$ cat src/rtl/mem_port_arbiter_if.sv
// Valid/ready memory port bundle shared by requesters and the memory slave.
// The requester drives valid/addr/wdata/wstrb and receives rdata/ready;
// the responder does the opposite. wstrb == 0 marks a read.
interface mem_port_arbiter_if;
    logic        valid;
    logic [31:0] addr;
    logic [31:0] wdata;
    logic [3:0]  wstrb;
    logic [31:0] rdata;
    logic        ready;

    modport master (
        output valid, addr, wdata, wstrb,
        input  rdata, ready
    );

    modport slave (
        input  valid, addr, wdata, wstrb,
        output rdata, ready
    );
endinterface

$ cat src/rtl/mem_port_arbiter.sv
// Two-master arbiter in front of one valid/ready memory slave (SDRAM controller).
// Master 0 is the CPU window, master 1 the DMA/video fetch path. Arbitration is
// decided from a registered IDLE state; a grant is held until the slave answers
// or the per-transaction watchdog forces an error completion through ERR.
module mem_port_arbiter #(
    parameter int          PRIORITY_MODE  = 0,      // 0 round-robin, 1 fixed (m0 wins ties)
    parameter int          TIMEOUT_CYCLES = 4096,   // 0 disables the watchdog
    parameter logic [31:0] ERR_RDATA      = 32'h0
) (
    input  logic               clk,
    input  logic               resetn,
    mem_port_arbiter_if.slave  m0,
    mem_port_arbiter_if.slave  m1,
    mem_port_arbiter_if.master s,
    output logic [1:0]         grant,
    output logic               timeout_flag,
    output logic               timeout_master,
    input  logic               timeout_clr
);

    typedef enum logic [1:0] {
        ST_IDLE = 2'd0,
        ST_GNT0 = 2'd1,
        ST_GNT1 = 2'd2,
        ST_ERR  = 2'd3
    } state_t;

    // Counter only has to reach TIMEOUT_CYCLES-1; keep at least one bit.
    localparam int               CNT_W      = (TIMEOUT_CYCLES > 1) ? $clog2(TIMEOUT_CYCLES) : 1;
    localparam logic [CNT_W-1:0] WDOG_LAST  = CNT_W'((TIMEOUT_CYCLES > 0) ? TIMEOUT_CYCLES - 1 : 0);
    localparam bit               WDOG_EN    = (TIMEOUT_CYCLES != 0);
    localparam bit               FIXED_PRIO = (PRIORITY_MODE != 0);

    state_t           r_state;
    state_t           w_next_state;
    logic             r_owner;          // master currently granted (also the one in ERR)
    logic             w_next_owner;
    logic             r_last_grant;     // master served most recently, for round-robin
    logic [CNT_W-1:0] r_wdog_cnt;
    logic             r_timeout_flag;
    logic             r_timeout_master;

    logic             w_gnt_active;
    logic             w_wdog_expire;
    logic             w_done;

    assign w_gnt_active  = (r_state == ST_GNT0) || (r_state == ST_GNT1);
    // A slave answer on the last watchdog cycle still counts as a normal completion.
    assign w_wdog_expire = WDOG_EN && w_gnt_active && !s.ready && (r_wdog_cnt == WDOG_LAST);
    assign w_done        = (w_gnt_active && s.ready) || (r_state == ST_ERR);

    assign timeout_flag   = r_timeout_flag;
    assign timeout_master = r_timeout_master;

    // State and owner register; last_grant follows every completion (normal or forced)
    always_ff @(posedge clk or negedge resetn) begin
        if (!resetn) begin
            r_state      <= ST_IDLE;
            r_owner      <= 1'b0;
            r_last_grant <= 1'b1;
        end else begin
            // NOTE: non-blocking assignments so every register samples pre-edge values.
            r_state <= w_next_state;
            r_owner <= w_next_owner;
            if (w_done) begin
                r_last_grant <= r_owner;
            end
        end
    end

    // Watchdog: zero outside a grant, counts grant cycles without a slave answer
    always_ff @(posedge clk or negedge resetn) begin
        if (!resetn) begin
            r_wdog_cnt <= '0;
        end else if (!w_gnt_active) begin
            r_wdog_cnt <= '0;
        end else if (!s.ready) begin
            r_wdog_cnt <= r_wdog_cnt + 1'b1;
        end
    end

    // Sticky timeout status; a forced completion beats a simultaneous clear
    always_ff @(posedge clk or negedge resetn) begin
        if (!resetn) begin
            r_timeout_flag   <= 1'b0;
            r_timeout_master <= 1'b0;
        end else if (r_state == ST_ERR) begin
            r_timeout_flag   <= 1'b1;
            r_timeout_master <= r_owner;
        end else if (timeout_clr) begin
            r_timeout_flag   <= 1'b0;
        end
    end

    // Next state: arbitrate in IDLE, hold grant until slave answer or watchdog expiry
    always_comb begin
        // NOTE: defaults first so every path assigns every output and no latch is inferred.
        w_next_state = r_state;
        w_next_owner = r_owner;
        case (r_state)
            ST_IDLE: begin
                // m0 wins when alone, under fixed priority, or when m1 was served last.
                if (m0.valid && (!m1.valid || FIXED_PRIO || r_last_grant)) begin
                    w_next_state = ST_GNT0;
                    w_next_owner = 1'b0;
                end else if (m1.valid) begin
                    w_next_state = ST_GNT1;
                    w_next_owner = 1'b1;
                end
            end
            ST_GNT0, ST_GNT1: begin
                if (s.ready) begin
                    w_next_state = ST_IDLE;
                end else if (w_wdog_expire) begin
                    w_next_state = ST_ERR;
                end
            end
            ST_ERR:  w_next_state = ST_IDLE;
            default: w_next_state = ST_IDLE;
        endcase
    end

    // Port muxing: slave sees only the owner; completions return only to the owner
    always_comb begin
        grant    = 2'b00;
        s.valid  = 1'b0;
        s.addr   = '0;
        s.wdata  = '0;
        s.wstrb  = '0;
        m0.ready = 1'b0;
        m0.rdata = '0;
        m1.ready = 1'b0;
        m1.rdata = '0;
        if (r_state != ST_IDLE) begin
            grant = r_owner ? 2'b10 : 2'b01;
        end
        if (w_gnt_active) begin
            if (r_owner) begin
                s.valid  = m1.valid;
                s.addr   = m1.addr;
                s.wdata  = m1.wdata;
                s.wstrb  = m1.wstrb;
                m1.ready = s.ready;
                m1.rdata = s.rdata;
            end else begin
                s.valid  = m0.valid;
                s.addr   = m0.addr;
                s.wdata  = m0.wdata;
                s.wstrb  = m0.wstrb;
                m0.ready = s.ready;
                m0.rdata = s.rdata;
            end
        end else if (r_state == ST_ERR) begin
            if (r_owner) begin
                m1.ready = 1'b1;
                m1.rdata = ERR_RDATA;
            end else begin
                m0.ready = 1'b1;
                m0.rdata = ERR_RDATA;
            end
        end
    end

endmodule

$ cat src/flat_wrapper.sv
// flat-port wrapper written by rule: the top's interface ports become plain ports
module mem_port_arbiter_flat 
#(
    parameter int          PRIORITY_MODE  = 0,                                              
    parameter int          TIMEOUT_CYCLES = 4096,                             
    parameter logic [31:0] ERR_RDATA      = 32'h0
)
  (clk, resetn, grant, timeout_flag, timeout_master, timeout_clr, m0_valid, m0_addr, m0_wdata, m0_wstrb, m0_rdata, m0_ready, m1_valid, m1_addr, m1_wdata, m1_wstrb, m1_rdata, m1_ready, s_valid, s_addr, s_wdata, s_wstrb, s_rdata, s_ready);
  mem_port_arbiter_if m0_i ();
  mem_port_arbiter_if m1_i ();
  mem_port_arbiter_if s_i ();
  input  logic clk;
  input  logic resetn;
  output logic [1:0] grant;
  output logic timeout_flag;
  output logic timeout_master;
  input  logic timeout_clr;
  input wire logic [$bits(m0_i.valid)-1:0] m0_valid;
  input wire logic [$bits(m0_i.addr)-1:0] m0_addr;
  input wire logic [$bits(m0_i.wdata)-1:0] m0_wdata;
  input wire logic [$bits(m0_i.wstrb)-1:0] m0_wstrb;
  output wire logic [$bits(m0_i.rdata)-1:0] m0_rdata;
  output wire logic [$bits(m0_i.ready)-1:0] m0_ready;
  input wire logic [$bits(m1_i.valid)-1:0] m1_valid;
  input wire logic [$bits(m1_i.addr)-1:0] m1_addr;
  input wire logic [$bits(m1_i.wdata)-1:0] m1_wdata;
  input wire logic [$bits(m1_i.wstrb)-1:0] m1_wstrb;
  output wire logic [$bits(m1_i.rdata)-1:0] m1_rdata;
  output wire logic [$bits(m1_i.ready)-1:0] m1_ready;
  output wire logic [$bits(s_i.valid)-1:0] s_valid;
  output wire logic [$bits(s_i.addr)-1:0] s_addr;
  output wire logic [$bits(s_i.wdata)-1:0] s_wdata;
  output wire logic [$bits(s_i.wstrb)-1:0] s_wstrb;
  input wire logic [$bits(s_i.rdata)-1:0] s_rdata;
  input wire logic [$bits(s_i.ready)-1:0] s_ready;
  assign m0_i.valid = m0_valid;
  assign m0_i.addr = m0_addr;
  assign m0_i.wdata = m0_wdata;
  assign m0_i.wstrb = m0_wstrb;
  assign m0_rdata = m0_i.rdata;
  assign m0_ready = m0_i.ready;
  assign m1_i.valid = m1_valid;
  assign m1_i.addr = m1_addr;
  assign m1_i.wdata = m1_wdata;
  assign m1_i.wstrb = m1_wstrb;
  assign m1_rdata = m1_i.rdata;
  assign m1_ready = m1_i.ready;
  assign s_valid = s_i.valid;
  assign s_addr = s_i.addr;
  assign s_wdata = s_i.wdata;
  assign s_wstrb = s_i.wstrb;
  assign s_i.rdata = s_rdata;
  assign s_i.ready = s_ready;
  mem_port_arbiter #(.PRIORITY_MODE(PRIORITY_MODE), .TIMEOUT_CYCLES(TIMEOUT_CYCLES), .ERR_RDATA(ERR_RDATA)) u_core (.clk(clk), .resetn(resetn), .m0(m0_i), .m1(m1_i), .s(s_i), .grant(grant), .timeout_flag(timeout_flag), .timeout_master(timeout_master), .timeout_clr(timeout_clr));
endmodule
$ cat config.mk
export PLATFORM = sky130hd
export DESIGN_NAME = mem_port_arbiter_flat
export DESIGN_NICKNAME = d
export VERILOG_FILES = /design/src/rtl/mem_port_arbiter_if.sv /design/src/rtl/mem_port_arbiter.sv /design/src/flat_wrapper.sv
export SDC_FILE = /design/constraint.sdc
export NUM_CORES = 1
export LEC_CHECK = 0
export ABC_AREA = 1
export BUFFER_PORTS_ARGS = -buffer_cell sky130_fd_sc_hd__buf_2
export CAP_MARGIN = 20
export CORE_AREA = 2 2 123 125
export DETAILED_ROUTE_END_ITERATION = 7
export DIE_AREA = 0 0 125 127
export HOLD_SLACK_MARGIN = 0.08
export PLACE_DENSITY = 0.56
export REMOVE_ABC_BUFFERS = 1
export SETUP_SLACK_MARGIN = 0.4
export SYNTH_ARGS = -nofsm -noshare
export SYNTH_HDL_FRONTEND = slang
export SYNTH_SLANG_ARGS = --single-unit
$ cat constraint.sdc
create_clock -name clk -period 1.41 [get_ports clk]
set_input_delay 0.282 -clock clk [delete_from_list [all_inputs] [get_ports clk]]
set_output_delay 0.282 -clock clk [all_outputs]
set_load 0.03 [all_outputs]
==> impl_results.html, run 1 <==
<table>
<tr><th>Metric</th><th>Value</th></tr>
<tr><th colspan="2">Timing</th></tr>
<tr><td>Tmin final</td><td>1.94 ns</td></tr>
<tr><td>Timing-limited maximum frequency</td><td>516 MHz</td></tr>
<tr><td>Pins over their slew limit</td><td>0</td></tr>
<tr><td>Worst clock skew</td><td>0.00116 ns</td></tr>
<tr><td>Worst Hold Margin</td><td>0.195 ns</td></tr>
<tr><td>Final-report hold violation count</td><td>0</td></tr>
<tr><td>Setup repair after global routing missed its margin</td><td>true</td></tr>
<tr><td>Period utilization</td><td>137%</td></tr>
<tr><td>Slew margin rel.</td><td>72.2%</td></tr>
<tr><td>Final setup margin</td><td>-0.526 ns</td></tr>
<tr><td>Transition time of the tightest slew-check pin</td><td>0.417 ns</td></tr>
<tr><td>Final count of negative-setup-slack endpoints</td><td>142</td></tr>
<tr><th colspan="2">Worst setup path</th></tr>
<tr><td>R2R depth</td><td>11</td></tr>
<tr><td>Critical Path Fanout Max</td><td>9</td></tr>
<tr><td>Setup crit end kind</td><td>output port</td></tr>
<tr><td>Slack of the worst reg-to-reg path</td><td>-0.20 ns</td></tr>
<tr><td>Type of the worst setup path</td><td>flip-flop to output port</td></tr>
<tr><td>Signal arrival time at the worst endpoint</td><td>1.65 ns</td></tr>
<tr><td>Worst flop-to-flop path startpoint</td><td>u_core.r_state[1]</td></tr>
<tr><td>Worst EP required</td><td>1.13 ns</td></tr>
<tr><td>CP Launch Type</td><td>flip-flop</td></tr>
<tr><td>Destination of the worst register-to-register timing path</td><td>u_core.r_last_grant</td></tr>
<tr><th colspan="2">Synthesis</th></tr>
<tr><td>Area fraction of the dominant cell type after synthesis</td><td>26.3%</td></tr>
<tr><td>Warnings from Yosys</td><td>0</td></tr>
<tr><td>Part of the Yosys area used for sequential elements</td><td>18.7%</td></tr>
<tr><td>Leading cell types by total area after synthesis</td><td>sky130_fd_sc_hd__nand2_1 26%, sky130_fd_sc_hd__dfrtp_1 18%, sky130_fd_sc_hd__a21oi_1 16%</td></tr>
<tr><td>Top cell type by total area after synthesis</td><td>sky130_fd_sc_hd__nand2_1</td></tr>
<tr><td>FF+latch count, synth</td><td>18</td></tr>
<tr><td>Synthesized instance count</td><td>466</td></tr>
<tr><td>Syn Std Cell Area</td><td>0.00241 mm2</td></tr>
<tr><td>Mean cell area of the mapped netlist</td><td>5.18 um2</td></tr>
<tr><td>Count of different cell masters after synthesis</td><td>22</td></tr>
<tr><th colspan="2">Place</th></tr>
<tr><td>Final GP Congestion</td><td>0.833</td></tr>
<tr><td>Cell count after placement</td><td>960</td></tr>
<tr><td>Number of input and output port buffers inserted</td><td>312</td></tr>
<tr><td>Final HPWL from detailed placement</td><td>10200 um</td></tr>
<tr><th colspan="2">Drt</th></tr>
<tr><td>Final wirelength</td><td>14900 um</td></tr>
<tr><td>Via density per instance</td><td>4.33</td></tr>
<tr><td>Pre-Repair DR Iteration Count</td><td>4</td></tr>
<tr><td>Post-route ant nets</td><td>0</td></tr>
<tr><td>Starting DRT DRC Count</td><td>133</td></tr>
<tr><td>Mean routed wirelength per cell</td><td>15.2 um</td></tr>
<tr><td>DRC violation count after routing</td><td>0</td></tr>
<tr><td>Via total after detailed routing</td><td>4263</td></tr>
<tr><th colspan="2">Clocking</th></tr>
<tr><td>Deepest clock path buffer count</td><td>2</td></tr>
<tr><td>Clock sinks</td><td>18</td></tr>
<tr><td>Clock insertion delay at the later pin of the skew report</td><td>0.25 ns</td></tr>
<tr><td>Master cell of the clock root buffer</td><td>sky130_fd_sc_hd__clkbuf_16</td></tr>
<tr><td>Number of buffers added by the clock tree synthesis step</td><td>3</td></tr>
<tr><td>Number of H-tree levels</td><td>1</td></tr>
<tr><td>Clock-pin slew on the worst setup and hold paths</td><td>0.05 ns</td></tr>
<tr><td>Clock tree from TritonCTS</td><td>built</td></tr>
<tr><th colspan="2">Flow run</th></tr>
<tr><td>Count of maximum capacitance violations</td><td>0</td></tr>
<tr><th colspan="2">Hold path</th></tr>
<tr><td>Worst Hold Launch</td><td>timeout_clr</td></tr>
<tr><td>Cell depth of the worst hold path</td><td>2</td></tr>
<tr><td>Class of the tightest hold or removal check</td><td>primary input to flip-flop</td></tr>
<tr><td>Capture endpoint of the worst hold path</td><td>u_core.timeout_flag</td></tr>
<tr><th colspan="2">Global route</th></tr>
<tr><td>Antenna violations before repair</td><td>0</td></tr>
<tr><td>Overflow left after global routing</td><td>0</td></tr>
<tr><td>GR Util All Layers</td><td>15.9%</td></tr>
<tr><td>Pin count of the biggest net entering global routing</td><td>46</td></tr>
<tr><td>Via count of the first global-routing pass</td><td>3945</td></tr>
<tr><td>First-pass GRT wire length</td><td>20800 um</td></tr>
<tr><th colspan="2">Outcome</th></tr>
<tr><td>Failing checks</td><td>setup timing</td></tr>
<tr><td>Result of the run</td><td>finished, violations left</td></tr>
<tr><th colspan="2">Pwr</th></tr>
<tr><td>Leak pwr</td><td>3.14 nW</td></tr>
<tr><td>Reg power frac</td><td>4.2%</td></tr>
<tr><td>Total net switching power</td><td>9.93 mW</td></tr>
<tr><td>Clock power share</td><td>3.6%</td></tr>
<tr><td>Maximum vdd ir drop</td><td>1680 uV</td></tr>
<tr><td>Proportion of total power due to net switching</td><td>55.9%</td></tr>
<tr><td>Total power per unit cell area</td><td>2880 mW/mm2</td></tr>
<tr><td>Total design power</td><td>17.8 mW</td></tr>
<tr><td>Logic gate share of total power</td><td>92.1%</td></tr>
<tr><td>Internal power component</td><td>7.83 mW</td></tr>
<tr><th colspan="2">Finish</th></tr>
<tr><td>Area growth from synthesis to final layout</td><td>156%</td></tr>
<tr><td>Number of nets at the end of the flow</td><td>978</td></tr>
<tr><td>Final standard cell count with taps included and fillers excluded</td><td>984</td></tr>
<tr><td>Layout cell share with drive strength beyond 1</td><td>59.5%</td></tr>
<tr><td>Count of antenna diodes in the layout</td><td>0</td></tr>
<tr><th colspan="2">Die</th></tr>
<tr><td>Effective utilization at floorplan</td><td>16.7%</td></tr>
<tr><td>Number of primary I/O pins</td><td>313</td></tr>
<tr><td>FP Rows</td><td>44</td></tr>
<tr><td>Die Area</td><td>0.0159 mm2</td></tr>
<tr><td>Core Box Area</td><td>0.0144 mm2</td></tr>
<tr><td>Die width</td><td>125 um</td></tr>
<tr><td>Die Span Y</td><td>127 um</td></tr>
</table>
state kept, by name, summed over array words and instances (netlist names):
register               count
u_core.r_wdog_cnt         12
u_core.r_state             2
u_core.r_last_grant        1
u_core.r_owner             1
u_core.timeout_flag        1
u_core.timeout_master      1
per-layer routing:
metal  global-route usage [%]  up-vias  share of wire [%]
met5                        0        -                  0
met3                     3.39       35                5.9
met4                     4.05        0                3.1
li1                         -     2108                  -
met1                     18.1     1960                 37
met2                     30.4      160                 54
cells in the mapped netlist:
cell type                    n
sky130_fd_sc_hd__nor2_1     83
sky130_fd_sc_hd__ha_1        3
sky130_fd_sc_hd__inv_1      53
sky130_fd_sc_hd__o21bai_1    1
sky130_fd_sc_hd__buf_6       9
sky130_fd_sc_hd__o21ai_2     1
sky130_fd_sc_hd__o221ai_1    1
sky130_fd_sc_hd__o21ai_0    10
sky130_fd_sc_hd__a22o_1      1
sky130_fd_sc_hd__inv_2       3
sky130_fd_sc_hd__a21oi_1    76
sky130_fd_sc_hd__nor2_4      2
sky130_fd_sc_hd__dfstp_2     1
sky130_fd_sc_hd__nand4_1     5
sky130_fd_sc_hd__nand2_1   169
sky130_fd_sc_hd__buf_2      10
sky130_fd_sc_hd__o21ai_1     1
sky130_fd_sc_hd__buf_1       4
sky130_fd_sc_hd__dfrtp_1    17
sky130_fd_sc_hd__buf_4       2
sky130_fd_sc_hd__clkbuf_1    5
sky130_fd_sc_hd__nand3_1     9
stage by stage:
step / area [um2] / TNS (ns) / setup WS (ns) / util [%]
final: 6180 / -58.23 / -0.526 / 42.8
after global routing: 6180 / -64.96 / -0.565 / 42.8
after global placement: 4320 / -31.41 / -0.439 / 29.9
after CTS: 5430 / -55.26 / -0.484 / 37.6
after floorplan: 2210 / -219.37 / -2.02 / -
after detailed placement: 4320 / -34.30 / -0.476 / 29.9
power by group through the flow:
stage | clock, mW | combinational [mW] | sequential [mW]
final | 0.643 | 16.4 | 0.754
after global routing | 0.684 | 17.1 | 0.762
after CTS | 0.652 | 14.0 | 0.734
after detailed placement | 0 | 10.7 | 0.726
after global placement | 0 | 10.7 | 0.727
after floorplan | 0 | 6.29 | 0.951
area by class of cell:
class / instances / area, um2
fillers: 1458 / 8250
flip-flops and latches: 18 / 454
inverters: 56 / 228
well taps: 184 / 230
multi-input cells: 362 / 2310
clock buffers: 4 / 88.8
repair buffers: 360 / 2870
worst max-delay path, stage by stage (launching register included):
cell and delay, ns:
sky130_fd_sc_hd__dfrtp_1 0.36, sky130_fd_sc_hd__inv_2 0.05, sky130_fd_sc_hd__ha_4 0.31, sky130_fd_sc_hd__inv_6 0.06
sky130_fd_sc_hd__buf_12 0.14, sky130_fd_sc_hd__buf_16 0.16, sky130_fd_sc_hd__a21oi_4 0.15, sky130_fd_sc_hd__buf_6 0.15
worst max-delay path by stage:
stage | start | end | slack (ns) | cells past startpoint
finish | u_core.r_state[1] | s_wdata[27] | -0.53 | 7
global route | u_core.r_state[1] | s_wdata[27] | -0.56 | 7
floorplan | u_core.r_owner | m0_rdata[0] | -2.02 | 3
detailed placement | u_core.r_state[0] | s_wstrb[1] | -0.48 | 6
global placement | u_core.r_state[0] | s_wstrb[1] | -0.44 | 6
CTS | u_core.r_state[1] | m0_ready | -0.48 | 9
cells by family (layout without fill, tap and decap cells):
group                      Yosys count  in the layout  share of synthesized area [%]
and+or+nand+nor                    268            268                           43.3
AOI/OAI and AO/OA                   91             91                           19.4
adders and majority gates            3              3                           1.56
buffers and inverters               86            420                           17.0
DFF                                 18             18                           18.7
placed cells by master (no fill, tap or decap), types with 6 or more instances in the layout:
| cell | n |
|---|---|
| sky130_fd_sc_hd__a21oi_1 | 13 |
| sky130_fd_sc_hd__a21oi_2 | 19 |
| sky130_fd_sc_hd__a21oi_4 | 44 |
| sky130_fd_sc_hd__buf_12 | 8 |
| sky130_fd_sc_hd__buf_2 | 173 |
| sky130_fd_sc_hd__buf_4 | 75 |
| sky130_fd_sc_hd__buf_6 | 96 |
| sky130_fd_sc_hd__clkbuf_16 | 7 |
| sky130_fd_sc_hd__dfrtp_1 | 15 |
| sky130_fd_sc_hd__inv_1 | 48 |
| sky130_fd_sc_hd__nand2_1 | 165 |
| sky130_fd_sc_hd__nor2_1 | 59 |
| sky130_fd_sc_hd__nor2_2 | 17 |
| sky130_fd_sc_hd__nor2_4 | 9 |
| sky130_fd_sc_hd__o21ai_0 | 6 |
repair_timing:
action,in CTS,in global routing
pin swaps,1,10
hold endpoints to repair,17,0
gates resized for setup,284,134
buffers inserted,5,9
hold buffers,1,0
cloned,1,4
endpoints found under the setup margin,157,157
Power figures use the tool's default switching activity.
==> run 2: changes to the inputs <==
Settings changed: ABC_AREA 1 to unset, CORE_AREA 2 2 123 125 to 2 2 121 123, DIE_AREA 0 0 125 127 to 0 0 123 125, PLACE_DENSITY 0.56 to 0.6.
==> run 2 against run 1 <==
- the flow still finishes with violations (setup timing)
- total power decreased by 9.6%
- maximum frequency decreased by 0.39%
- highest routed layer unchanged
- largest cell class unchanged
- critical path depth unchanged
- sequential power increased by 4.1%
- global-route usage increased by 0.31 points
- critical path type unchanged
- worst hold slack improved by 0.11 ns
==> impl_results.html, run 2 <==
<table>
<tr><th>Metric</th><th>Value</th></tr>
<tr><th colspan="2">Timing</th></tr>
<tr><td>Final setup margin</td><td>-0.534 ns (-0.00749 ns)</td></tr>
<tr><td>Setup repair after global routing missed its margin</td><td>true</td></tr>
<tr><td>Final count of negative-setup-slack endpoints</td><td>141 (-0.70%)</td></tr>
<tr><td>Timing-limited maximum frequency</td><td>514 MHz (-0.39%)</td></tr>
<tr><td>Period utilization</td><td>138% (+0.53 points)</td></tr>
<tr><td>Pins over their slew limit</td><td>0 (unchanged)</td></tr>
<tr><td>Transition time of the tightest slew-check pin</td><td>0.422 ns (+0.00508 ns)</td></tr>
<tr><td>Worst Hold Margin</td><td>0.302 ns (+0.107 ns)</td></tr>
<tr><td>Final-report hold violation count</td><td>0 (unchanged)</td></tr>
<tr><td>Worst clock skew</td><td>0.00191 ns (+0.000746 ns)</td></tr>
<tr><td>Slew margin rel.</td><td>71.8% (-0.34 points)</td></tr>
<tr><td>Setup TNS Final</td><td>-64.90 ns (-6.67 ns)</td></tr>
<tr><td>Tmin final</td><td>1.94 ns (+0.00749 ns)</td></tr>
<tr><th colspan="2">Drt</th></tr>
<tr><td>Post-route ant nets</td><td>0 (unchanged)</td></tr>
<tr><td>Via total after detailed routing</td><td>3821 (-10%)</td></tr>
<tr><td>Starting DRT DRC Count</td><td>148 (+11%)</td></tr>
<tr><td>Pre-Repair DR Iteration Count</td><td>4 (unchanged)</td></tr>
<tr><td>DRC violation count after routing</td><td>0 (unchanged)</td></tr>
<tr><td>Routed length on met1</td><td>5500 um (-1.1%)</td></tr>
<tr><td>DR WL met2</td><td>6610 um (-18%)</td></tr>
<tr><td>Uppermost layer routed</td><td>met4</td></tr>
<tr><td>Final wirelength</td><td>13600 um (-8.8%)</td></tr>
<tr><td>Met3 Wirelength</td><td>1260 um (+43%)</td></tr>
<tr><td>Mean routed wirelength per cell</td><td>15.5 um (+2.3%)</td></tr>
<tr><td>Via density per instance</td><td>4.36 (+0.57%)</td></tr>
<tr><th colspan="2">Synthesis</th></tr>
<tr><td>FF+latch count, synth</td><td>18 (unchanged)</td></tr>
<tr><td>Count of different cell masters after synthesis</td><td>38 (+73%)</td></tr>
<tr><td>Area fraction of the dominant cell type after synthesis</td><td>26.6% (+0.30 points)</td></tr>
<tr><td>Number of flops mapped to enable cells by yosys</td><td>0 (unchanged)</td></tr>
<tr><td>Leading cell types by total area after synthesis</td><td>sky130_fd_sc_hd__mux2i_1 27%, sky130_fd_sc_hd__nor2b_1 17%, sky130_fd_sc_hd__dfrtp_1 16%</td></tr>
<tr><td>Fraction of registers with async set/reset</td><td>100% (unchanged)</td></tr>
<tr><td>Part of the Yosys area used for sequential elements</td><td>16.9% (-1.8 points)</td></tr>
<tr><td>Syn Std Cell Area</td><td>0.00267 mm2 (+11%)</td></tr>
<tr><td>Most common cell in the synthesized netlist</td><td>sky130_fd_sc_hd__nor2b_1</td></tr>
<tr><td>Synthesized instance count</td><td>330 (-29%)</td></tr>
<tr><td>Top cell type by total area after synthesis</td><td>sky130_fd_sc_hd__mux2i_1</td></tr>
<tr><td>Warnings from Yosys</td><td>0 (unchanged)</td></tr>
<tr><td>Most frequently used flop master after synthesis</td><td>sky130_fd_sc_hd__dfrtp_1</td></tr>
<tr><td>Mean cell area of the mapped netlist</td><td>8.10 um2 (+56%)</td></tr>
<tr><td>Leading post-synthesis cells by instance count</td><td>74 x sky130_fd_sc_hd__nor2b_1, 71 x sky130_fd_sc_hd__mux2i_1, 40 x sky130_fd_sc_hd__and2_1, 32 x sky130_fd_sc_hd__and3_1, 19 x sky130_fd_sc_hd__clkbuf_1</td></tr>
<tr><th colspan="2">Worst setup path</th></tr>
<tr><td>Setup crit end kind</td><td>output port</td></tr>
<tr><td>Worst flop-to-flop path startpoint</td><td>u_core.r_state[1]</td></tr>
<tr><td>Type of the worst setup path</td><td>flip-flop to output port</td></tr>
<tr><td>Cell with the most instances on the worst path</td><td>sky130_fd_sc_hd__buf_6</td></tr>
<tr><td>Crit path buf inv count</td><td>4 (-1)</td></tr>
<tr><td>Top delay family on crit path</td><td>buffers and inverters</td></tr>
<tr><td>CP max stage delay</td><td>0.36 ns (about the same)</td></tr>
<tr><td>Signal arrival time at the worst endpoint</td><td>1.66 ns (about the same)</td></tr>
<tr><td>Slowest CP cell</td><td>sky130_fd_sc_hd__dfrtp_1</td></tr>
<tr><td>Worst EP required</td><td>1.13 ns (about the same)</td></tr>
<tr><td>CP Launch Type</td><td>flip-flop</td></tr>
<tr><td>Critical Path Fanout Max</td><td>16 (+7)</td></tr>
<tr><td>CP startpoint</td><td>u_core.r_state[1]</td></tr>
<tr><td>CP Cell Sequence</td><td>inv_2, ha_4, nor2b_4, buf_6, buf_12, and2_1, buf_6</td></tr>
<tr><th colspan="2">Place</th></tr>
<tr><td>Number of input and output port buffers inserted</td><td>312 (unchanged)</td></tr>
<tr><td>Final HPWL from detailed placement</td><td>10300 um (+1.2%)</td></tr>
<tr><td>Placement Setup Slack</td><td>-0.421 ns (+0.0544 ns)</td></tr>
<tr><td>Final GP Congestion</td><td>0.864 (+3.7%)</td></tr>
<tr><td>Cell count after placement</td><td>843 (-12%)</td></tr>
<tr><td>DP Area</td><td>0.00477 mm2 (+11%)</td></tr>
<tr><th colspan="2">Finish</th></tr>
<tr><td>Largest registers</td><td>u_core.r_wdog_cnt: 12 flops, u_core.r_state: 2 flops</td></tr>
<tr><td>Number of flip-flops in the largest register</td><td>12 (unchanged)</td></tr>
<tr><td>Final standard cell count with taps included and fillers excluded</td><td>877 (-11%)</td></tr>
<tr><td>Post-Layout Inst Area</td><td>0.00590 mm2 (-4.4%)</td></tr>
<tr><td>Layout cell share with drive strength beyond 1</td><td>64.5% (+5.0 points)</td></tr>
<tr><td>Area growth from synthesis to final layout</td><td>121%</td></tr>
<tr><td>Number of nets at the end of the flow</td><td>870 (-11%)</td></tr>
<tr><td>Most common cell after layout, fill and taps aside</td><td>sky130_fd_sc_hd__buf_2</td></tr>
<tr><td>Top library cells by usage in the layout, fill and taps aside</td><td>175 x sky130_fd_sc_hd__buf_2, 151 x sky130_fd_sc_hd__buf_4, 67 x sky130_fd_sc_hd__mux2i_1</td></tr>
<tr><td>Area taken by multi-input logic gates</td><td>0.00225 mm2 (-2.4%)</td></tr>
<tr><td>Register area</td><td>455 um2 (+0.28%)</td></tr>
<tr><td>Utilization of the core after routing</td><td>41.6% (-1.3 points)</td></tr>
<tr><td>Largest register by flop count</td><td>u_core.r_wdog_cnt</td></tr>
<tr><td>Fillcell total</td><td>1449 (-0.62%)</td></tr>
<tr><th colspan="2">Clocking</th></tr>
<tr><td>Clock tree from TritonCTS</td><td>built</td></tr>
<tr><td>Deepest clock path buffer count</td><td>2 (unchanged)</td></tr>
<tr><td>Number of buffers added by the clock tree synthesis step</td><td>3 (unchanged)</td></tr>
<tr><td>Clock insertion delay at the later pin of the skew report</td><td>0.26 ns (about the same)</td></tr>
<tr><td>Clock-pin slew on the worst setup and hold paths</td><td>0.05 ns (about the same)</td></tr>
<tr><td>Number of H-tree levels</td><td>1 (unchanged)</td></tr>
<tr><td>Master cell of the clock root buffer</td><td>sky130_fd_sc_hd__clkbuf_16</td></tr>
<tr><td>Clock sinks</td><td>18 (unchanged)</td></tr>
<tr><th colspan="2">Pwr</th></tr>
<tr><td>Maximum vdd ir drop</td><td>1580 uV (-6.2%)</td></tr>
<tr><td>Total design power</td><td>16.1 mW (-9.6%)</td></tr>
<tr><td>Total power per unit cell area</td><td>2720 mW/mm2 (-5.4%)</td></tr>
<tr><td>Leak pwr</td><td>3.30 nW (+5.3%)</td></tr>
<tr><th colspan="2">Global route</th></tr>
<tr><td>Overflow left after global routing</td><td>0 (unchanged)</td></tr>
<tr><td>First-pass GRT wire length</td><td>19600 um (-5.8%)</td></tr>
<tr><td>Via count of the first global-routing pass</td><td>3910 (-0.89%)</td></tr>
<tr><td>Pin count of the biggest net entering global routing</td><td>30 (-35%)</td></tr>
<tr><td>GR Util All Layers</td><td>16.3% (+0.31 points)</td></tr>
<tr><td>Antenna violations before repair</td><td>1 (+1)</td></tr>
<tr><th colspan="2">Outcome</th></tr>
<tr><td>Result of the run</td><td>finished, violations left</td></tr>
<tr><td>Failing checks</td><td>setup timing</td></tr>
<tr><th colspan="2">Flow run</th></tr>
<tr><td>Count of maximum capacitance violations</td><td>0 (unchanged)</td></tr>
<tr><th colspan="2">Die</th></tr>
<tr><td>FP Rows</td><td>44 (unchanged)</td></tr>
<tr><td>Effective utilization at floorplan</td><td>18.8% (+2.1 points)</td></tr>
<tr><td>Die Area</td><td>0.0154 mm2 (-3.1%)</td></tr>
<tr><td>Die Span Y</td><td>125 um (-1.6%)</td></tr>
<tr><td>Core Box Area</td><td>0.0142 mm2 (-1.5%)</td></tr>
<tr><td>Die width</td><td>123 um (-1.6%)</td></tr>
<tr><td>Number of primary I/O pins</td><td>313 (unchanged)</td></tr>
<tr><th colspan="2">Hold path</th></tr>
<tr><td>Worst Hold Launch</td><td>timeout_clr</td></tr>
<tr><td>Class of the tightest hold or removal check</td><td>primary input to flip-flop</td></tr>
</table>
-- run 2: changes by cell type in the layout (fill, tap and decap cells not counted), sizes merged, moves of 6 or more --
cell   before  now
mux2i       0   71
a21oi      76    4
and3        0   32
nor2b       0   74
and2        0   40
o21ai      12    3
nor2       85    5
inv        55    4
xnor2       0    7
nand2     169    5
nand3       9    3
buf       354  386
-- run 2: tightest hold or removal path, cell delays in order --
cell	delay, ns
sky130_fd_sc_hd__buf_2	0.10
sky130_fd_sc_hd__inv_1	0.04
sky130_fd_sc_hd__a21o_1	0.10
-- run 2: final timing paths --
check	endpoint	slack, ns	cells after the start
setup / recovery	m0_rdata[15]	-0.53	7
hold / removal	u_core.timeout_flag	0.30	3
setup reg to reg	u_core.r_state[1]	-0.22	8
hold reg to reg	u_core.timeout_master	0.54	1
max in group asynchronous	u_core.r_owner	0.59	2
min in group asynchronous	u_core.r_wdog_cnt[5]	0.49	2
-- run 2: report_power, final --
part	total, mW	switching, mW	internal, mW
Clock	0.646	0.213	0.433
Combinational	14.6	7.88	6.76
Sequential	0.785	0.134	0.651
-- run 2: what timing repair did --
| item | CTS | global route |
|---|---|---|
| gates cloned | 4 | 0 |
| endpoints found under the hold margin | 17 | 0 |
| pin swaps | 18 | 27 |
| buffers inserted | 17 | 7 |
| hold buffers | 1 | 0 |
| endpoints found under the setup margin | 157 | 157 |
| gates resized for setup | 230 | 17 |
-- run 2: metal layers --
metal  up-vias  global-route usage (%)
li1       1844                       -
met1      1737                    20.0
met4         0                    4.55
met3        22                    1.96
met2       218                    29.4
met5         -                       0
-- run 2: kinds of logic (layout without fill, tap and decap cells) --
group	Yosys count	in the layout	share of synthesized area [%]
and+or+nand+nor	177	177	41.8
adders and majority gates	3	3	1.40
muxes	73	73	27.4
buffers and inverters	34	396	5.76
AOI/OAI and AO/OA	17	17	4.07
other	0	1	0
xor gates and xnor gates	8	8	2.62
DFF	18	18	16.9
-- run 2: final cells by class --
| class | count | area share, % |
|---|---|---|
| repair buffers | 388 | 48.4 |
| multi-input cells | 278 | 38.2 |
| flip-flops and latches | 18 | 7.72 |
| well taps | 184 | 3.90 |
| clock buffers | 4 | 1.51 |
| inverters | 4 | 0.254 |
| diodes | 1 | 0.0424 |
==> run 3: changes to the inputs <==
Settings changed: SETUP_SLACK_MARGIN 0.4 to unset.
==> run 3 against run 2 <==
- the run still ends with setup timing left
- critical path depth is the same
- clock skew shrank 0.00076 ns
- maximum frequency grew 0.48%
- combinational power increased by 16%
- largest cell class unchanged
- highest routed layer unchanged
==> impl_results.html, run 3 (synthesized netlist as in run 2, its figures left out) <==
<table>
<tr><th>Metric</th><th>Value</th></tr>
<tr><th colspan="2">Global route</th></tr>
<tr><td>First-pass GRT wire length</td><td>19200 um (-1.9%)</td></tr>
<tr><td>Overflow left after global routing</td><td>0 (unchanged)</td></tr>
<tr><td>Via count of the first global-routing pass</td><td>3782 (-3.3%)</td></tr>
<tr><td>GR Util All Layers</td><td>15.8% (-0.47 points)</td></tr>
<tr><td>Pin count of the biggest net entering global routing</td><td>32 (+6.7%)</td></tr>
<tr><td>Antenna violations before repair</td><td>1 (unchanged)</td></tr>
<tr><th colspan="2">Clocking</th></tr>
<tr><td>Number of H-tree levels</td><td>1 (unchanged)</td></tr>
<tr><td>Clock sinks</td><td>18 (unchanged)</td></tr>
<tr><td>Deepest clock path buffer count</td><td>2 (unchanged)</td></tr>
<tr><td>Master cell of the clock root buffer</td><td>sky130_fd_sc_hd__clkbuf_16</td></tr>
<tr><td>Number of buffers added by the clock tree synthesis step</td><td>3 (unchanged)</td></tr>
<tr><td>Clock insertion delay at the later pin of the skew report</td><td>0.26 ns (about the same)</td></tr>
<tr><td>Clock tree from TritonCTS</td><td>built</td></tr>
<tr><td>Clock-pin slew on the worst setup and hold paths</td><td>0.05 ns (about the same)</td></tr>
<tr><th colspan="2">Drt</th></tr>
<tr><td>Met3 Wirelength</td><td>1200 um (-4.5%)</td></tr>
<tr><td>Via total after detailed routing</td><td>3881 (+1.6%)</td></tr>
<tr><td>DR WL met2</td><td>7120 um (+7.7%)</td></tr>
<tr><td>Starting DRT DRC Count</td><td>112 (-24%)</td></tr>
<tr><td>DRC violation count after routing</td><td>0 (unchanged)</td></tr>
<tr><td>Routed length on met1</td><td>6040 um (+9.8%)</td></tr>
<tr><td>Via density per instance</td><td>4.46 (+2.4%)</td></tr>
<tr><td>Post-route ant nets</td><td>0 (unchanged)</td></tr>
<tr><td>Uppermost layer routed</td><td>met4</td></tr>
<tr><td>Final wirelength</td><td>14600 um (+7.6%)</td></tr>
<tr><td>Pre-Repair DR Iteration Count</td><td>4 (unchanged)</td></tr>
<tr><td>Mean routed wirelength per cell</td><td>16.8 um (+8.4%)</td></tr>
<tr><th colspan="2">Timing</th></tr>
<tr><td>Period utilization</td><td>137% (-0.66 points)</td></tr>
<tr><td>Timing-limited maximum frequency</td><td>517 MHz (+0.48%)</td></tr>
<tr><td>Final count of negative-setup-slack endpoints</td><td>140 (-0.71%)</td></tr>
<tr><td>Tmin final</td><td>1.93 ns (-0.00927 ns)</td></tr>
<tr><td>Worst clock skew</td><td>0.00115 ns (-0.000762 ns)</td></tr>
<tr><td>Final setup margin</td><td>-0.525 ns (+0.00927 ns)</td></tr>
<tr><td>Transition time of the tightest slew-check pin</td><td>0.424 ns (+0.00123 ns)</td></tr>
<tr><td>Pins over their slew limit</td><td>0 (unchanged)</td></tr>
<tr><td>Final-report hold violation count</td><td>0 (unchanged)</td></tr>
<tr><td>Slew margin rel.</td><td>71.8% (-0.082 points)</td></tr>
<tr><td>Setup repair after global routing missed its margin</td><td>true</td></tr>
<tr><td>Worst Hold Margin</td><td>0.296 ns (-0.00585 ns)</td></tr>
<tr><th colspan="2">Worst setup path</th></tr>
<tr><td>Signal arrival time at the worst endpoint</td><td>1.65 ns (about the same)</td></tr>
<tr><td>Critical Path Fanout Max</td><td>8 (-8)</td></tr>
<tr><td>Setup crit end kind</td><td>output port</td></tr>
<tr><td>Type of the worst setup path</td><td>flip-flop to output port</td></tr>
<tr><td>Worst EP required</td><td>1.13 ns (about the same)</td></tr>
<tr><td>CP Launch Type</td><td>flip-flop</td></tr>
<tr><th colspan="2">Place</th></tr>
<tr><td>Number of input and output port buffers inserted</td><td>312 (unchanged)</td></tr>
<tr><td>DP Area</td><td>0.00477 mm2 (unchanged)</td></tr>
<tr><td>Cell count after placement</td><td>843 (unchanged)</td></tr>
<tr><td>Placement Setup Slack</td><td>-0.421 ns (unchanged)</td></tr>
<tr><td>Final HPWL from detailed placement</td><td>10300 um (unchanged)</td></tr>
<tr><td>Final GP Congestion</td><td>0.864 (unchanged)</td></tr>
<tr><th colspan="2">Pwr</th></tr>
<tr><td>Reg power frac</td><td>4.2% (-0.7 points)</td></tr>
<tr><td>Logic gate share of total power</td><td>92.3% (+1.2 points)</td></tr>
<tr><td>Proportion of total power due to net switching</td><td>48.4% (-2.8 points)</td></tr>
<tr><td>Total power per unit cell area</td><td>2860 mW/mm2 (+5.1%)</td></tr>
<tr><td>Maximum vdd ir drop</td><td>1790 uV (+13%)</td></tr>
<tr><td>Leak pwr</td><td>3.44 nW (+4.2%)</td></tr>
<tr><td>Clock power share</td><td>3.5% (-0.5 points)</td></tr>
<tr><td>Total net switching power</td><td>8.90 mW (+8.2%)</td></tr>
<tr><td>Total design power</td><td>18.4 mW (+14%)</td></tr>
<tr><td>Internal power component</td><td>9.48 mW (+21%)</td></tr>
<tr><th colspan="2">Die</th></tr>
<tr><td>Die Area</td><td>0.0154 mm2 (unchanged)</td></tr>
<tr><td>Effective utilization at floorplan</td><td>18.8% (unchanged)</td></tr>
<tr><td>FP Rows</td><td>44 (unchanged)</td></tr>
<tr><td>Die width</td><td>123 um (unchanged)</td></tr>
<tr><td>Die Span Y</td><td>125 um (unchanged)</td></tr>
<tr><td>Number of primary I/O pins</td><td>313 (unchanged)</td></tr>
<tr><td>Core Box Area</td><td>0.0142 mm2 (unchanged)</td></tr>
<tr><th colspan="2">Finish</th></tr>
<tr><td>Most common cell after layout, fill and taps aside</td><td>sky130_fd_sc_hd__buf_2</td></tr>
<tr><td>Number of nets at the end of the flow</td><td>863 (-0.80%)</td></tr>
<tr><td>Layout cell share with drive strength beyond 1</td><td>72.3% (+7.8 points)</td></tr>
<tr><td>Final standard cell count with taps included and fillers excluded</td><td>870 (-0.80%)</td></tr>
<tr><td>Post-Layout Inst Area</td><td>0.00643 mm2 (+8.9%)</td></tr>
<tr><td>Largest register by flop count</td><td>u_core.r_wdog_cnt</td></tr>
<tr><td>Top library cells by usage in the layout, fill and taps aside</td><td>176 x sky130_fd_sc_hd__buf_2, 113 x sky130_fd_sc_hd__buf_6, 75 x sky130_fd_sc_hd__buf_4</td></tr>
<tr><td>Number of flip-flops in the largest register</td><td>12 (unchanged)</td></tr>
<tr><td>Area growth from synthesis to final layout</td><td>140%</td></tr>
<tr><td>Largest registers</td><td>u_core.r_wdog_cnt: 12 flops, u_core.r_state: 2 flops</td></tr>
<tr><td>Fillcell total</td><td>1373 (-5.2%)</td></tr>
<tr><th colspan="2">Outcome</th></tr>
<tr><td>Result of the run</td><td>finished, violations left</td></tr>
<tr><td>Failing checks</td><td>setup timing</td></tr>
<tr><th colspan="2">Hold path</th></tr>
<tr><td>Class of the tightest hold or removal check</td><td>primary input to flip-flop</td></tr>
<tr><th colspan="2">Flow run</th></tr>
<tr><td>Count of maximum capacitance violations</td><td>0 (unchanged)</td></tr>
</table>
run 3: final timing paths:
check / cells past startpoint / start / end / slack (ns)
worst max-delay path: 7 / u_core.r_state[1] / m0_rdata[2] / -0.52
worst min-delay path: 3 / timeout_clr / u_core.timeout_flag / 0.30
max in group asynchronous: 2 / resetn / u_core.r_owner / 0.58
worst min register to register: 1 / u_core.timeout_flag / u_core.timeout_flag / 0.49
worst max register to register: 8 / u_core.r_state[1] / u_core.r_state[1] / -0.27
min in group asynchronous: 2 / resetn / u_core.r_wdog_cnt[5] / 0.50
run 3: final cells by class:
type,instances,area (um2),area share (%)
well taps,184,230,3.58
repair buffers,381,3090,48.1
inverters,4,15.0,0.234
clock buffers,4,88.8,1.38
diodes,1,2.50,0.0389
multi-input cells,278,2540,39.6
flip-flops and latches,18,455,7.09
run 3: worst max-delay path, cell delays in order (launching register included):
cell	delay [ns]
sky130_fd_sc_hd__dfrtp_1	0.36
sky130_fd_sc_hd__inv_2	0.06
sky130_fd_sc_hd__ha_4	0.28
sky130_fd_sc_hd__nor2b_4	0.16
sky130_fd_sc_hd__buf_6	0.14
sky130_fd_sc_hd__buf_16	0.13
sky130_fd_sc_hd__and2_4	0.15
sky130_fd_sc_hd__buf_6	0.12
run 3: power by group through the flow:
stage                     clock network (mW)  logic [mW]  registers (mW)
final                                  0.644        17.0           0.777
after global routing                   0.678        17.7           0.790
after CTS                              0.654        14.0           0.751
after detailed placement                   0        11.6           0.747
after global placement                     0        11.6           0.744
after floorplan                            0        4.86            1.00
run 3: stage by stage:
| step | TNS, ns | util, % |
|---|---|---|
| final | -64.34 | 45.2 |
| after global routing | -71.73 | 45.2 |
| after CTS | -65.03 | 39.3 |
| after detailed placement | -47.47 | 33.6 |
| after global placement | -44.98 | 33.6 |
| after floorplan | -349.52 | - |
run 3: repair_timing:
action,4_1_cts,5_1_grt
hold buffers,1,0
buffers inserted,4,11
gates resized for setup,219,164
hold endpoints to repair,17,0
gates cloned,3,5
pin swaps,26,8
endpoints found under the setup margin,144,142
run 3: routing by layer:
layer | up-vias | global-route usage (%)
li1 | 1841 | -
met1 | 1802 | 20.0
met2 | 214 | 26.9
met3 | 24 | 2.55
met4 | 0 | 5.41
met5 | - | 0
